<file path="config.mk">
export PLATFORM = sky130hd
export DESIGN_NAME = pipe_stall_ctrl
export DESIGN_NICKNAME = d
export VERILOG_FILES = /design/src/rtl/pipe_stall_ctrl.sv
export SDC_FILE = /design/constraint.sdc
export NUM_CORES = 1
export LEC_CHECK = 0
export BUFFER_PORTS_ARGS = -buffer_cell sky130_fd_sc_hd__clkbuf_2
export CORE_MARGIN = 1.5
export CORE_UTILIZATION = 47
export CTS_BUF_LIST = sky130_fd_sc_hd__clkbuf_4 sky130_fd_sc_hd__clkbuf_8
export CTS_CLUSTER_DIAMETER = 30
export DETAILED_ROUTE_END_ITERATION = 8
export PLACE_DENSITY = 0.73
export SYNTH_ARGS = -nofsm -noshare
export SYNTH_HDL_FRONTEND = slang
export SYNTH_SLANG_ARGS = --single-unit
</file>
<file path="constraint.sdc">
create_clock -name CLK -period 4 [get_ports CLK]
set_input_delay 1.2 -clock CLK [delete_from_list [all_inputs] [get_ports CLK]]
set_output_delay 1.2 -clock CLK [all_outputs]
set_load 0.05 [all_outputs]
</file>
<file path="src/rtl/pipe_stall_ctrl.sv">
// pipe_stall_ctrl: central stall/flush controller for the 5-stage core.
// Builds the 6-bit stall vector from per-stage requests and sequences
// multi-cycle EX ops (mul/div) with a down-counter.
// It also produces the IF/ID flush for taken branches. When a fetch is
// still in flight, the flush is deferred until that fetch completes.
// Optional feature: define STALL_PERF_EN to add the stall_cycles counter.
module pipe_stall_ctrl #(
    parameter int unsigned MC_LATENCY = 32,
    parameter int unsigned CNT_W      = 8
) (
    input  logic       CLK,
    input  logic       RST_N,
    input  logic       if_stall_req,
    input  logic       id_stall_req,
    input  logic       ex_stall_req,
    input  logic       mem_stall_req,
    input  logic       ex_mc_start,
    input  logic       ex_branch_taken,
    output logic [5:0] stall,
    output logic       flush,
    output logic       ex_mc_busy,
    output logic       ex_mc_done
`ifdef STALL_PERF_EN
    ,
    output logic [31:0] stall_cycles
`endif
);

    typedef enum logic {IDLE, BUSY} state_t;

    localparam logic [CNT_W-1:0] MC_LOAD = CNT_W'(MC_LATENCY - 1);

    state_t           state, state_nxt;
    logic [CNT_W-1:0] mc_cnt, mc_cnt_nxt;
    logic             flush_pending, flush_pending_nxt;
    logic             mc_hold;
    logic             cnt_zero;
    logic             ex_level;

    // Reserved hook for holding EX from inside the multi-cycle unit.
    assign mc_hold  = 1'b0;
    assign cnt_zero = (mc_cnt == '0);

    assign ex_level = ex_stall_req
                    | ((state == IDLE) & ex_mc_start)
                    | ((state == BUSY) & !cnt_zero)
                    | mc_hold;

    // The oldest stalled stage freezes itself and every younger stage.
    always_comb begin
        stall = 6'b000000;
        if (mem_stall_req)     stall = 6'b011111;
        else if (ex_level)     stall = 6'b001111;
        else if (id_stall_req) stall = 6'b000111;
        else if (if_stall_req) stall = 6'b000011;
    end

    assign ex_mc_busy = (state == BUSY);
    assign ex_mc_done = (state == BUSY) & cnt_zero;

    // Multi-cycle sequencing. While done is up, the FSM waits for EX/MEM to
    // become free so the result is captured before returning to IDLE.
    always_comb begin
        state_nxt  = state;
        mc_cnt_nxt = mc_cnt;
        case (state)
            IDLE: begin
                if (ex_mc_start) begin
                    state_nxt  = BUSY;
                    mc_cnt_nxt = MC_LOAD;
                end
            end
            BUSY: begin
                if (!cnt_zero)      mc_cnt_nxt = mc_cnt - 1'b1;
                else if (!stall[3]) state_nxt  = IDLE;
            end
            default: begin
                state_nxt  = IDLE;
                mc_cnt_nxt = '0;
            end
        endcase
    end

    // A branch that resolves while a fetch is outstanding is remembered. The
    // bubble is then inserted once the fetch lands. Repeat branches merge.
    always_comb begin
        flush             = 1'b0;
        flush_pending_nxt = flush_pending;
        if (!if_stall_req) begin
            if ((ex_branch_taken && !stall[3]) || flush_pending) flush = 1'b1;
            flush_pending_nxt = 1'b0;
        end else if (ex_branch_taken && !stall[3]) begin
            flush_pending_nxt = 1'b1;
        end
    end

    // State, counter and pending-flush registers.
    always_ff @(posedge CLK or negedge RST_N) begin
        if (!RST_N) begin
            state         <= IDLE;
            mc_cnt        <= '0;
            flush_pending <= 1'b0;
        end else begin
            state         <= state_nxt;
            mc_cnt        <= mc_cnt_nxt;
            flush_pending <= flush_pending_nxt;
        end
    end

`ifdef STALL_PERF_EN
    // Saturating count of cycles in which the PC was held.
    always_ff @(posedge CLK or negedge RST_N) begin
        if (!RST_N)                              stall_cycles <= '0;
        else if (stall[0] && stall_cycles != '1) stall_cycles <= stall_cycles + 1'b1;
    end
`endif

endmodule
</file>
==> metrics.yaml <==
power_and_ir_drop:
  p_leak_nw: 0.321
  power_density_nw_per_um2: 603
  finalPower_mw: 0.432
  irDropWorstVdd_uv: 293
global_route:
  antenna_found_initial: 0
  grt_use_met2_pct: 32.0
  grt_use_met3_pct: 7.39
  grt_max_degree: 13
  track_usage_pct: 21.9
  busiest_layer: "met2"
  grt_overflow: 0
  grt_pass1_wl_um: 2140
  grt_use_met1_pct: 25.4
  grt_pass1_vias: 497
layout:
  drive_above_1_share_pct: 30.9
  fin_util_pct: 61.1
  antenna_cells: 0
  final_nets: 93
  fillers: 98
  area_delta_synth_final_pct: 14.4
place:
  dpl.hpwl_um: 1030
  routabilityCongestion: 0.821
  portBuffers: 15
critical_path:
  cp_slowest_cell: "nor2_1"
  crit_path_max_incr_delay_ps: 320
  cp.required_ps: 2800
  cp_common_cell: "clkbuf_2"
  cp-start-kind: "input pin"
  crit_arrival_ps: 2460
  critPathLaunch: "ex_mc_start"
  worstSetupEndpointType: "output port"
  worstSetupPathType: "input pin to output port"
  rr_startpoint: "mc_cnt[0]"
  cp_max_fo: 6
  cp_cell_sequence: "clkbuf_2, nor2_1, a41oi_1, nand3b_1, a21oi_1, clkbuf_2"
floorplanning:
  rows: 12
  ios: 17
  die_area_um2: 1560
  core_um2: 1170
  initial_core_util_pct: 53.4
  die_w_um: 39.5
  die_h_um: 39.5
clock_tree:
  h-tree-depth: 1
  clock_latency_ps: 270
  cts_num_sinks: 10
  cts.reportedPaths.clkPinSlew_ps: 60
  root_buffer: "clkbuf_4"
  clockBufferDepth: 2
  cts_setup_buffers: 0
  cts_made_buffers: 3
  cts_tree: "yes"
  cts_hold_repair.buffers: 0
  ctsResizeCount: 0
timing:
  clock_skew_ps: 1.62
  rsz0062_at_grt: "false"
  period_share_pct: 91.6
  finalCriticalPeriod_ps: 3660
  fin_tns_setup_ps: 0
  final-setup-viol-count: 0
  hold_viol: 0
  maxSlewViolCount: 0
  clock.fmax_ghz: 0.273
hold_path:
  hp-start: "flush_pending"
  hp-class: "register to register"
routing:
  drc: 0
  totalWireLength_um: 1410
  vias_per_cell: 5.86
  vias: 557
  antenna_left: 0
  wl_per_cell_um: 14.8
  firstDrtPassIters: 4
  drt_iter0_markers: 14
logic_synthesis:
  synth_area_leaders: "dfrtp_1 (40%), buf_4 (4.8%), ha_1 (4.0%), nor2_1 (3.6%), mux2i_1 (3.2%)"
  yosysTopAreaCellShare_pct: 40.0
  ys_warn_count: 0
  synth_area_um2: 626
  yosys.area.top_type: "dfrtp_1"
  avgSynthCellArea_um2: 9.34
  seq_area_frac_synth_pct: 40.0
  ys_ff_latch: 10
  netlist_instances: 67
  synthDistinctLibCells: 31
  syn_nets: 77
status:
  status: "complete, no violations"
job:
  drv_cap: 0
-- metal layers --
metal  routed length (um)  share of wire [%]
met1                  603                 43
met2                  676                 48
met5                    0                  0
met4                   68                4.8
met3                   62                4.4
-- per-stage QoR --
step / instance area, um^2 / setup WS (ps) / std cells / hold slack, ps
6_report: 716 / 337 / 95 / 491
5_1_grt: 716 / 262 / 95 / 516
4_1_cts: 716 / 352 / 95 / 502
3_5_place_dp: 693 / 370 / 92 / 486
3_3_place_gp: 693 / 410 / 92 / 490
2_1_floorplan: 631 / 66.1 / 67 / 452
-- critical path: cells and delay by family --
family | cells | cell delay, ps
buffers and inverters | 2 | 400
AOI/OAI and AO/OA | 2 | 310
and+or+nand+nor | 2 | 550
-- kinds of logic after synthesis --
family	Yosys count	synth area share, %
AO/OA/AOI/OAI	17	18.8
adder cells (fa/ha/maj)	2	4.00
buffers and inverters	9	7.80
flip-flops	10	40.0
multiplexers	3	5.00
other	1	0.599
AND/OR/NAND/NOR	25	23.8
-- synth_stat cells (all sizes together) --
library cell	number
a21oi	3
a221o	1
a31oi	2
a41oi	1
and2	1
buf	4
conb	1
dfrtp	10
ha	2
inv	5
mux2	1
mux2i	2
nand2	3
nand3	2
nand3b	1
nor2	6
nor2b	1
nor3	5
o211ai	1
o21ai	5
o221ai	1
o311a	1
o31a	1
o31ai	1
or2	1
or3	2
or3b	1
or4	1
or4b	1
-- registers in the layout, indices dropped and copies added, names as in the netlist --
signal         cells
ex_mc_busy         1
mc_cnt             8
flush_pending      1
-- area by class of cell --
type / count / area (um^2) / share of cell area, %
multi-input cells: 48 / 332 / 46.3
flip-flops and latches: 10 / 250 / 35.0
repair buffers: 15 / 75.1 / 10.5
clock buffers: 3 / 22.5 / 3.15
inverters: 5 / 18.8 / 2.62
well taps: 14 / 17.5 / 2.45
-- power by group --
part           switching (mW)  internal [mW]
Clock                  0.0360         0.0349
Sequential             0.0515          0.143
Combinational          0.0933         0.0733
Total                   0.181          0.251
-- layout by cell type, fill, tap and decap left out, types with 3 or more instances in the layout --
cell type	netlist	final
nor2_1	6	6
nand2_1	3	3
o21ai_0	4	4
a21oi_1	3	3
nor3_1	4	4
clkbuf_2	0	15
inv_1	5	5
dfrtp_1	10	10
clkbuf_4	0	3
-- worst paths after layout --
path | to | slack [ps] | depth (start not counted)
worst min-delay path | flush_pending | 490 | 2
worst max register to register | mc_cnt[6] | 2080 | 6
worst min register to register | flush_pending | 490 | 2
min in group asynchronous | mc_cnt[5] | 790 | 1
max in group asynchronous | flush_pending | 3000 | 1
worst max-delay path | flush | 340 | 6
No activity file was read; power rests on OpenSTA's default activity.
